[src/rtl/reset_sequencer.sv]
// rtl/reset_sequencer.sv - releases NUM_STAGES domain resets one at a time, each gated on the previous domain's done
module reset_sequencer #(
    parameter int NUM_STAGES  = 4,
    parameter int MIN_ASSERT  = 8,
    parameter int HOLD_CYCLES = 16,
    parameter int TIMEOUT     = 255
) (
    input  logic                          clk_i,
    input  logic                          rstn_i,
    input  logic                          soft_rst_i,
    input  logic [NUM_STAGES-1:0]         stage_done_i,
    output logic [NUM_STAGES-1:0]         rstn_o,
    output logic [$clog2(NUM_STAGES)-1:0] stage_idx_o,
    output logic                          busy_o,
    output logic                          all_ready_o,
    output logic                          timeout_o
);

    localparam int MAX_AH  = (MIN_ASSERT > HOLD_CYCLES) ? MIN_ASSERT : HOLD_CYCLES;
    localparam int MAX_CNT = (MAX_AH > TIMEOUT) ? MAX_AH : TIMEOUT;
    localparam int CNT_W   = $clog2(MAX_CNT + 1);
    localparam int IDX_W   = $clog2(NUM_STAGES);

    localparam logic [CNT_W-1:0]      ASSERT_LAST = CNT_W'(MIN_ASSERT - 1);
    localparam logic [CNT_W-1:0]      HOLD_LAST   = CNT_W'(HOLD_CYCLES - 1);
    localparam logic [CNT_W-1:0]      TO_LAST     = CNT_W'(TIMEOUT - 1);
    localparam logic [IDX_W-1:0]      IDX_LAST    = IDX_W'(NUM_STAGES - 1);
    localparam logic [NUM_STAGES-1:0] STAGE0      = NUM_STAGES'(1);

    typedef enum logic [1:0] {
        ST_ASSERT,
        ST_WAIT_DONE,
        ST_GAP,
        ST_DONE
    } state_t;

    state_t                  state_q, state_d;
    logic [CNT_W-1:0]        cnt_q, cnt_d;
    logic [IDX_W-1:0]        idx_q, idx_d;
    logic [NUM_STAGES-1:0]   rel_q, rel_d;
    logic                    busy_q, busy_d;
    logic                    ready_q, ready_d;
    logic                    tmo_q, tmo_d;

    always_comb begin
        state_d = state_q;
        cnt_d   = cnt_q;
        idx_d   = idx_q;
        rel_d   = rel_q;
        tmo_d   = tmo_q;

        // Soft reset outranks everything, including a done on the same edge;
        // the timeout flag survives it so software can still see a past miss.
        if (soft_rst_i) begin
            state_d = ST_ASSERT;
            cnt_d   = '0;
            idx_d   = '0;
            rel_d   = '0;
        end else begin
            unique case (state_q)
                ST_ASSERT: begin
                    rel_d = '0;
                    if (cnt_q == ASSERT_LAST) begin
                        rel_d   = STAGE0;
                        idx_d   = '0;
                        cnt_d   = '0;
                        state_d = ST_WAIT_DONE;
                    end else begin
                        cnt_d = cnt_q + CNT_W'(1);
                    end
                end
                ST_WAIT_DONE: begin
                    if (stage_done_i[idx_q] || (cnt_q == TO_LAST)) begin
                        if (!stage_done_i[idx_q]) begin
                            tmo_d = 1'b1;
                        end
                        cnt_d   = '0;
                        state_d = (idx_q == IDX_LAST) ? ST_DONE : ST_GAP;
                    end else begin
                        cnt_d = cnt_q + CNT_W'(1);
                    end
                end
                ST_GAP: begin
                    if (cnt_q == HOLD_LAST) begin
                        idx_d   = idx_q + IDX_W'(1);
                        rel_d   = rel_q | (STAGE0 << idx_d);
                        cnt_d   = '0;
                        state_d = ST_WAIT_DONE;
                    end else begin
                        cnt_d = cnt_q + CNT_W'(1);
                    end
                end
                ST_DONE: begin
                    rel_d = '1;
                end
                default: begin
                    state_d = ST_ASSERT;
                    cnt_d   = '0;
                    idx_d   = '0;
                    rel_d   = '0;
                end
            endcase
        end

        busy_d  = (state_d != ST_DONE);
        ready_d = (state_d == ST_DONE);
    end

    always_ff @(posedge clk_i or negedge rstn_i) begin
        if (!rstn_i) begin
            state_q <= ST_ASSERT;
            cnt_q   <= '0;
            idx_q   <= '0;
            rel_q   <= '0;
            busy_q  <= 1'b1;
            ready_q <= 1'b0;
            tmo_q   <= 1'b0;
        end else begin
            state_q <= state_d;
            cnt_q   <= cnt_d;
            idx_q   <= idx_d;
            rel_q   <= rel_d;
            busy_q  <= busy_d;
            ready_q <= ready_d;
            tmo_q   <= tmo_d;
        end
    end

    assign rstn_o      = rel_q;
    assign stage_idx_o = idx_q;
    assign busy_o      = busy_q;
    assign all_ready_o = ready_q;
    assign timeout_o   = tmo_q;

endmodule

[config.mk]
export PLATFORM = sky130hd
export DESIGN_NAME = reset_sequencer
export DESIGN_NICKNAME = d
export VERILOG_FILES = /design/src/rtl/reset_sequencer.sv
export SDC_FILE = /design/constraint.sdc
export NUM_CORES = 1
export LEC_CHECK = 0
export CORE_ASPECT_RATIO = 0.6
export CORE_UTILIZATION = 59
export CTS_CLUSTER_SIZE = 10
export DETAILED_ROUTE_END_ITERATION = 10
export PLACE_DENSITY = 0.84
export SYNTH_ARGS = -nofsm -noshare
export SYNTH_HDL_FRONTEND = slang
export SYNTH_SLANG_ARGS = --single-unit
export TNS_END_PERCENT = 20
[constraint.sdc]
create_clock -name clk_i -period 2.9 [get_ports clk_i]
set_input_delay 0.29 -clock clk_i [delete_from_list [all_inputs] [get_ports clk_i]]
set_output_delay 0.29 -clock clk_i [all_outputs]
set_load 0.01 [all_outputs]
==> metrics.txt, run 1 <==
clk sink count 19; initial antenna violation count 0; Net Switching between 0.1 and 0.15 mW; clock buffer depth 2; Worst Hold Path Cells 1; gr ovfl total 0; Clock power frac 36.3%; Critical Path AT ~2.3 ns; Yosys top cell by area dfrtp_1; Post-synth EDFFs 0; Avg Cell Area, Syn 9.19 sq um; Iter 0 DRT Violations approximately 110; FP Rows 12; hold slack around 0.48 ns; Peak VDD IR between 0.2 and 0.3 mV; Worst-Skew Late Latency between 0.2 and 0.3 ns; DP HPWL 2160 microns; Final GP Congestion about 0.91; vias per inst slightly above 6; RSZ-0062 raised after global routing false; Die ar. approximately 2400 sq um; Syn Inst Count 142; share of the synthesized area in the top cell type about a third; Root Buffer clkbuf_8; worst-margin pin slew 0.822 ns; Fmax achieved around 490 MHz; Core Region between 1500 and 2000 sq um; vias in the first global route 970; status completed; largest net degree at the start of global routing 20; Synth warnings 0; clk_skew between 0.005 and 0.006 ns; critical path required time 3.09 ns; Cell Pwr Density ~340 nW/um^2; post-synthesis sequential area ratio between 30 and 40%; area of the multi-input gates between 700 and 800 sq um; Startpoint Class register; Nets 174; Pint 0.390 mW; switching portion of total power between 20% and 30%; area grow syn2layout 15.1%; Ports 16; Syn Std Cell Area 1310 sq um; Worst Reg-to-Reg Cells 7; CTS Buf Count 3; Final Critical Period just over 2 ns; first-pass GRT wire length around 4800 microns; Pleak a little under 0.6 nW; proportion of layout cells with a drive suffix above 1 around 8.3%; setup TNS 0 ns; Die Height between 30 and 40 microns; setup violators final 0; Reg-to-Reg Start state_q[0]; Seq pwr share a little over half; non-filler cells, final roughly 180; Reg clk slew, reported paths approximately 0.07 ns; Place WS 0.797 ns; Final Cycle Share between 70 and 80%; Synth Flop Type dfrtp_1; starting density of the core about 66%; commonest non-fill, non-tap cells in the layout 18 x dfrtp_1, 17 x nor2_1, 15 x clkdlybuf4s50_1, 14 x nand2_1; Pre-antenna DRT Iters 4; Post-Synthesis Net Count between 150 and 200; Buffers on Ports 15; post-CTS setup buffers 0; Final Cell Area about 1500 sq um; storage element area between 400 and 500 sq um; WS Path Type reg2reg; width of the die 62.7 microns; placed cells 180; CTS hold repair buffers 0; Finished Core Util approximately 76%; post-route ant nets 0; worst-case hold path end point timeout_o; Pwr Total about 0.5 mW; CTS tree built; # resized after CTS 0; Fillers approximately 140; Final Max Slew Viols 0; max-cap violations 0; leading cell type in the layout, fill and taps excluded dfrtp_1; reg2reg end all_ready_o; Fin. Hold Viols 0; post-synthesis register bit count 19; Area contributors post-synth dfrtp_1 35%, ha_1 9.6%, nor2_1 4.9%; slew margin rel. between 40% and 50%; Async SR Flop Fraction 100%; hold wc startpoint timeout_o; # DRC 0; crit path capture type register; total wire length just under 3000 microns; CTS H-tree depth 1; total track usage between 20% and 30%; CP Max Fanout 8; HP Class reg2reg; Via Count 1112; final worst slack 0.840 ns; Post-DP Area about 1500 sq um; reg-to-reg setup timing slack around 0.84 ns; Cell variety after synth 45; drt wl/cell between 15 and 20 microns; Gate power share 9.3%; number of diodes 0
layer usage:
| metal | routed length, microns | part of all wire, % | vias up | GRT usage (%) |
|---|---|---|---|---|
| met1 | 1410 | 49 | 516 | 38.9 |
| li1 | - | - | 538 | - |
| met2 | 1220 | 42 | 54 | 41.6 |
| met4 | 13 | 0.45 | 0 | 6.98 |
| met5 | 0 | 0 | - | 0 |
| met3 | 242 | 8.4 | 4 | 7.74 |
cell type report:
type	count	area share, %
multi-input combinational	108	50.4
sequential	19	31.7
timing repair buffer	15	10.0
clock buffer	4	3.00
inverter	10	2.50
tap	28	2.33
worst max-delay path, stage by stage (launching register included):
cell       delay (ns)
dfrtp_1          0.44
inv_1            0.12
ha_1             0.32
nor2_1           0.14
a2111oi_0        0.44
o21ai_0          0.15
o21ai_1          0.21
and2_1           0.17
power groups by stage:
stage	Sequential (mW)	Combinational [mW]	Clock, mW
finish	0.279	0.0476	0.186
floorplan	0.282	0.0253	0
CTS	0.279	0.0476	0.189
detailed placement	0.284	0.0471	0
global placement	0.283	0.0453	0
global route	0.280	0.0523	0.201
synth_stat cells, types with 2 or more instances:
library cell  instances
nand2_1              14
a21oi_1               9
or4_1                 3
o21a_1                5
inv_1                10
o211ai_1              4
buf_6                 2
ha_1                 10
dfrtp_1              18
o21ai_0               9
nand4_1               3
nor2_1               17
nand3_1               3
or2_1                 2
clkbuf_1              3
flip-flops by register name, indices dropped and copies added (netlist names):
signal       flops
busy_o           1
stage_idx_o      2
all_ready_o      1
state_q          2
rstn_o           4
timeout_o        1
cnt_q            8
how the worst max path moves through the flow:
stage | startpoint | endpoint | slack (ns) | cells after the start
global route | cnt_q[3] | cnt_q[4] | 0.75 | 5
floorplan | stage_idx_o[0] | cnt_q[3] | 1.06 | 5
finish | state_q[0] | all_ready_o | 0.84 | 7
detailed placement | stage_done_i[3] | cnt_q[3] | 0.80 | 6
global placement | stage_done_i[2] | cnt_q[7] | 0.90 | 6
CTS | state_q[0] | all_ready_o | 0.86 | 7
kinds of logic after synthesis:
family / share of synthesized area [%]
adders and majority gates: 9.59
buffers and inverters: 5.47
xor gates and xnor gates: 1.34
muxes: 3.74
AOI/OAI and AO/OA: 22.2
and+or+nand+nor: 21.1
DFF: 36.5
Power figures use the tool's default switching activity.
==> run 2: changes to the inputs <==
--- a/config.mk
+++ b/config.mk
@@ -6,10 +6,10 @@
 export NUM_CORES = 1
 export LEC_CHECK = 0
 export CORE_ASPECT_RATIO = 0.6
-export CORE_UTILIZATION = 59
+export CORE_UTILIZATION = 55
 export CTS_CLUSTER_SIZE = 10
 export DETAILED_ROUTE_END_ITERATION = 10
-export PLACE_DENSITY = 0.84
+export PLACE_DENSITY = 0.79
 export SYNTH_ARGS = -nofsm -noshare
 export SYNTH_HDL_FRONTEND = slang
 export SYNTH_SLANG_ARGS = --single-unit
==> constraint.sdc (replaced) <==
create_clock -name clk_i -period 2.2 [get_ports clk_i]
set_input_delay 0.22 -clock clk_i [delete_from_list [all_inputs] [get_ports clk_i]]
set_output_delay 0.22 -clock clk_i [all_outputs]
set_load 0.01 [all_outputs]
==> metrics.txt, run 2 (same netlist as run 1, synthesis figures left out) <==
Pint 0.517 mW (+33%); Die ar. 2580 sq um (+7.0%); Gate power share 9.6% (+0.3 points); # resized after CTS 0 (unchanged); area grow syn2layout 18.4%; number of diodes 0 (unchanged); WS Path Type reg2reg; total wire length 2860 microns (-0.87%); Via Count 1144 (+2.9%); clock buffer depth 2 (unchanged); Reg clk slew, reported paths 0.07 ns (about the same); clk sink count 19 (unchanged); non-filler cells, final 191 (+3.8%); Post-DP Area 1500 sq um (+2.7%); vias in the first global route 913 (-5.9%); gr ovfl total 0 (unchanged); Fillers 174 (+23%); Startpoint Class register; commonest non-fill, non-tap cells in the layout 18 x dfrtp_1, 17 x nor2_1, 15 x clkdlybuf4s50_1, 14 x nand2_1, 10 x inv_1; Ports 16 (unchanged); Root Buffer clkbuf_8; leading cell type in the layout, fill and taps excluded dfrtp_1; Cell Pwr Density 443 nW/um^2 (+30%); Biggest register cnt_q; Finished Core Util 70.4% (-6.0 points); total track usage 25.0% (-2.6 points); DP HPWL 2170 microns (+0.43%); Peak VDD IR 0.420 mV (+54%); slew margin rel. 71.7% (+27 points); switching portion of total power 24.4% (+0.50 points); max-cap violations 0 (unchanged); worst-margin pin slew 0.423 ns (-0.399 ns); setup TNS 0 ns (unchanged); Final Cell Area 1550 sq um (+2.9%); Net Switching 0.167 mW (+36%); Worst-Skew Late Latency 0.26 ns (about the same); proportion of layout cells with a drive suffix above 1 11.8% (+3.5 points); # DRC 0 (unchanged); FP Rows 13 (+1); crit path capture type register; Nets 179 (+2.9%); post-route ant nets 0 (unchanged); Pre-antenna DRT Iters 4 (unchanged); CTS Buf Count 3 (unchanged); CTS hold repair buffers 0 (unchanged); Final GP Congestion 0.856 (-6.3%); CTS H-tree depth 1 (unchanged); largest net degree at the start of global routing 20 (unchanged); RSZ-0062 raised after global routing false; clk_skew 0.00541 ns (-0.000527 ns); critical path required time 2.38 ns (-0.71 ns); CP Max Fanout 10 (+2); post-CTS setup buffers 0 (unchanged); Final Cycle Share 92.3% (+21 points); status completed; Final Max Slew Viols 0 (unchanged); CTS tree built; HP Class in2async; Buffers on Ports 15 (unchanged); first-pass GRT wire length 4460 microns (-6.8%); initial antenna violation count 0 (unchanged); drt wl/cell 15.0 microns (-4.5%); Largest register FFs 8 (unchanged); Fin. Hold Viols 0 (unchanged); area of the multi-input gates 761 sq um (+0.50%); starting density of the core 59.4% (-6.9 points); Die Height 39.7 microns (+3.4%); Critical Path AT 2.22 ns (-0.03 ns); placed cells 187 (+3.9%); Final Critical Period 2.03 ns (-0.0282 ns); vias per inst 5.99 (-0.89%); Worst Reg-to-Reg Cells 6 (-1); Core Region 2200 sq um (+12%); Clock power frac 36.8% (+0.5 points); Pleak 0.604 nW (+4.3%); width of the die 64.9 microns (+3.5%); Fmax achieved 492 MHz (+1.4%); storage element area 477 sq um (unchanged); Iter 0 DRT Violations 97 (-7.6%); setup violators final 0 (unchanged); Seq pwr share 53.6% (-0.8 points)
==> run 2: power groups by stage <==
stage | Clock [mW] | Sequential (mW) | Combinational (mW)
CTS | 0.257 | 0.367 | 0.0665
global placement | 0 | 0.373 | 0.0636
global route | 0.270 | 0.368 | 0.0728
detailed placement | 0 | 0.374 | 0.0660
floorplan | 0 | 0.372 | 0.0334
finish | 0.252 | 0.367 | 0.0659
==> run 2: routing by layer <==
| metal | vias up | global-route usage (%) | share of wire [%] |
|---|---|---|---|
| li1 | 549 | - | - |
| met1 | 543 | 37.4 | 50 |
| met2 | 48 | 34.6 | 41 |
| met3 | 4 | 6.40 | 8.2 |
| met4 | 0 | 6.11 | 0.73 |
| met5 | - | 0 | 0 |
==> run 2: metrics by stage <==
stage | hold WS [ns] | setup slack (ns) | power (mW)
after global routing | 0.307 | 0.0191 | 0.711
final | 0.285 | 0.169 | 0.684
after global placement | 0.464 | 0.215 | 0.437
after detailed placement | 0.452 | 0.141 | 0.440
after floorplan | -0.0756 | 0.358 | 0.406
after CTS | 0.297 | 0.118 | 0.690
==> run 2: layout make-up <==
type                            count  share of cell area [%]
Multi-Input combinational cell    108                    49.2
Sequential cell                    19                    30.9
Timing Repair Buffer               20                    12.1
Clock buffer                        4                    2.91
Inverter                           10                    2.43
Tap cell                           30                    2.43
==> run 2: worst paths after layout <==
path	to	startpoint	slack, ns
worst max-delay path	cnt_q[3]	state_q[0]	0.17
worst min-delay path	state_q[0]	rstn_i	0.29
worst max register to register	cnt_q[3]	state_q[0]	0.17
worst min register to register	timeout_o	timeout_o	0.47
max in group asynchronous	busy_o	rstn_i	1.65
min in group clk_i	timeout_o	timeout_o	0.47
==> run 2: critical path, cell delays in order, from the launching register on <==
cell and delay (ns):
dfrtp_1 0.44, inv_1 0.14, ha_1 0.39, o31a_1 0.27, o21bai_1 0.12, or4_1 0.48, o211ai_1 0.10
==> run 3: changes to the inputs <==
--- a/config.mk
+++ b/config.mk
@@ -5,11 +5,10 @@
 export SDC_FILE = /design/constraint.sdc
 export NUM_CORES = 1
 export LEC_CHECK = 0
-export CORE_ASPECT_RATIO = 0.6
-export CORE_UTILIZATION = 55
+export CORE_UTILIZATION = 49
 export CTS_CLUSTER_SIZE = 10
 export DETAILED_ROUTE_END_ITERATION = 10
-export PLACE_DENSITY = 0.79
+export PLACE_DENSITY = 0.74
 export SYNTH_ARGS = -nofsm -noshare
 export SYNTH_HDL_FRONTEND = slang
 export SYNTH_SLANG_ARGS = --single-unit
==> constraint.sdc (replaced) <==
create_clock -name clk_i -period 1.7 [get_ports clk_i]
set_input_delay 0.17 -clock clk_i [delete_from_list [all_inputs] [get_ports clk_i]]
set_output_delay 0.17 -clock clk_i [all_outputs]
set_load 0.01 [all_outputs]
==> metrics.txt, run 3 (same netlist as run 1, synthesis figures left out) <==
Final Max Slew Viols 0 (unchanged); Root Buffer clkbuf_4; Buffers on Ports 15 (unchanged); CTS hold repair buffers 0 (unchanged); clock buffer depth 2 (unchanged); gr ovfl total 0 (unchanged); placed cells 215 (+15%); Reg clk slew, reported paths 0.11 ns (+0.04 ns); critical path required time 1.91 ns (-0.47 ns); CP Capture Point stage_idx_o[1]; total track usage 27.2% (+2.3 points); FP Rows 18 (+5); initial antenna violation count 0 (unchanged); CTS Buf Count 3 (unchanged); Final GP Congestion 0.846 (-1.1%); Pre-antenna DRT Iters 4 (unchanged); cell family with the largest share of critical-path delay compound AO/OA/AOI/OAI gates; Biggest register cnt_q; Final Critical Period 1.80 ns (-0.227 ns); Fin. Hold Viols 0 (unchanged); Ports 16 (unchanged); slew margin rel. 78.6% (+6.8 points); Fillers 165 (-5.2%); Die ar. 2870 sq um (+11%); # DRC 0 (unchanged); starting density of the core 52.2% (-7.2 points); total buffers and inverters traversed by the critical path 1 (unchanged); Cell Pwr Density 442 nW/um^2 (-0.27%); Critical-path top delay cell dfrtp_2; Pleak 0.792 nW (+31%); CP Max Fanout 5 (-5); Nets 214 (+20%); reg-to-reg setup timing slack -0.10 ns (-0.27 ns); clk sink count 19 (unchanged); Peak VDD IR 0.412 mV (-1.8%); largest net degree at the start of global routing 20 (unchanged); first-pass GRT wire length 5450 microns (+22%); Iter 0 DRT Violations 36 (-63%); area grow syn2layout 46.6%; vias per inst 5.71 (-4.7%); worst-margin pin slew 0.319 ns (-0.104 ns); RSZ-0062 raised after global routing true; status finished with violations; leading cell type in the layout, fill and taps excluded buf_4; non-filler cells, final 226 (+18%); Place WS -0.245 ns (-0.386 ns); Startpoint Class register; max-cap violations 0 (unchanged); vias in the first global route 1220 (+34%); post-route ant nets 0 (unchanged); Levels on crit path 6 (unchanged); Via Count 1290 (+13%); HP Class in2async; crit path capture type register; Worst-Skew Late Latency 0.31 ns (+0.05 ns); WS Path Type reg2reg; Critical Path AT 2.02 ns (-0.20 ns); CP Cell Sequence or2_4 -> o31a_1 -> o32a_4 -> buf_4 -> o21ai_1 -> a21oi_2; failing checks setup timing; setup TNS -0.725 ns (-0.725 ns); Largest register FFs 8 (unchanged); DP HPWL 2520 microns (+16%); drt wl/cell 15.9 microns (+6.2%); setup violators final 11 (+11); Worst Reg-to-Reg Cells 6 (unchanged); clk_skew 0.00177 ns (-0.00365 ns); width of the die 53.6 microns (-17%); Die Height 53.6 microns (+35%); CP max stage delay 0.46 ns (-0.02 ns); number of diodes 0 (unchanged); commonest non-fill, non-tap cells in the layout 40 x buf_4, 15 x nor2_1, 15 x dfrtp_1, 15 x clkdlybuf4s50_1, 13 x nand2_1; Core Region 2500 sq um (+14%); reg2reg end stage_idx_o[1]; final worst slack -0.104 ns (-0.273 ns); CTS tree built; Critical path origin cnt_q[4]; proportion of layout cells with a drive suffix above 1 40.8% (+29 points); Reg-to-Reg Start cnt_q[4]; total wire length 3600 microns (+26%); CTS H-tree depth 1 (unchanged); Final Cycle Share 106% (+14 points); Fmax achieved 554 MHz (+13%)
-- run 3: cell count changes in the layout (fill, tap and decap cells not counted), moves of 4 or more --
cell and delta:
buf_4 +35, a21oi_1 -4, a21oi_2 +4, o21ai_0 -4
-- run 3: through the flow --
| step | instance area, sq um | total power [mW] | util, % | hold WS (ns) |
|---|---|---|---|---|
| after global placement | 1760 | 0.590 | 70.2 | 0.442 |
| after detailed placement | 1760 | 0.596 | 70.2 | 0.455 |
| after global routing | 1910 | 0.874 | 76.5 | 0.230 |
| final | 1910 | 0.845 | 76.5 | 0.173 |
| after CTS | 1850 | 0.843 | 73.9 | 0.181 |
| after floorplan | 1360 | 0.531 | - | -0.126 |
-- run 3: timing repair --
action,CTS,global route
pin swaps,9,9
resized for setup,8,17
endpoints found under the setup margin,15,18
buffers inserted,5,2
-- run 3: how the worst min path moves through the flow --
stage                              to  slack (ns)
after global placement      timeout_o        0.44
final                       rstn_o[0]        0.17
after CTS                   rstn_o[0]        0.18
after detailed placement    timeout_o        0.46
after floorplan           all_ready_o       -0.13
after global routing        rstn_o[0]        0.23
-- run 3: area by class of cell --
| class | count | area (sq um) | share of cell area, % |
|---|---|---|---|
| inverter | 10 | 37.5 | 1.96 |
| clock buffer | 3 | 22.5 | 1.18 |
| timing repair buffer | 55 | 450 | 23.5 |
| multi-input combinational | 108 | 880 | 46.0 |
| clock inverter | 1 | 5.00 | 0.262 |
| sequential | 19 | 480 | 25.1 |
| tap | 30 | 37.5 | 1.96 |
-- run 3: per-layer routing --
metal | track usage (%) | wire length [microns]
met1 | 35.5 | 1540
met2 | 46.3 | 1840
met3 | 2.82 | 171
met4 | 10.1 | 47
met5 | 0 | 0
-- run 3: where the power goes --
| part | switching [mW] | internal (mW) | total, mW |
|---|---|---|---|
| Combinational | 0.0622 | 0.0679 | 0.130 |
| Clock | 0.156 | 0.0881 | 0.245 |
| Sequential | 0.00889 | 0.461 | 0.470 |
| Total | 0.227 | 0.617 | 0.845 |
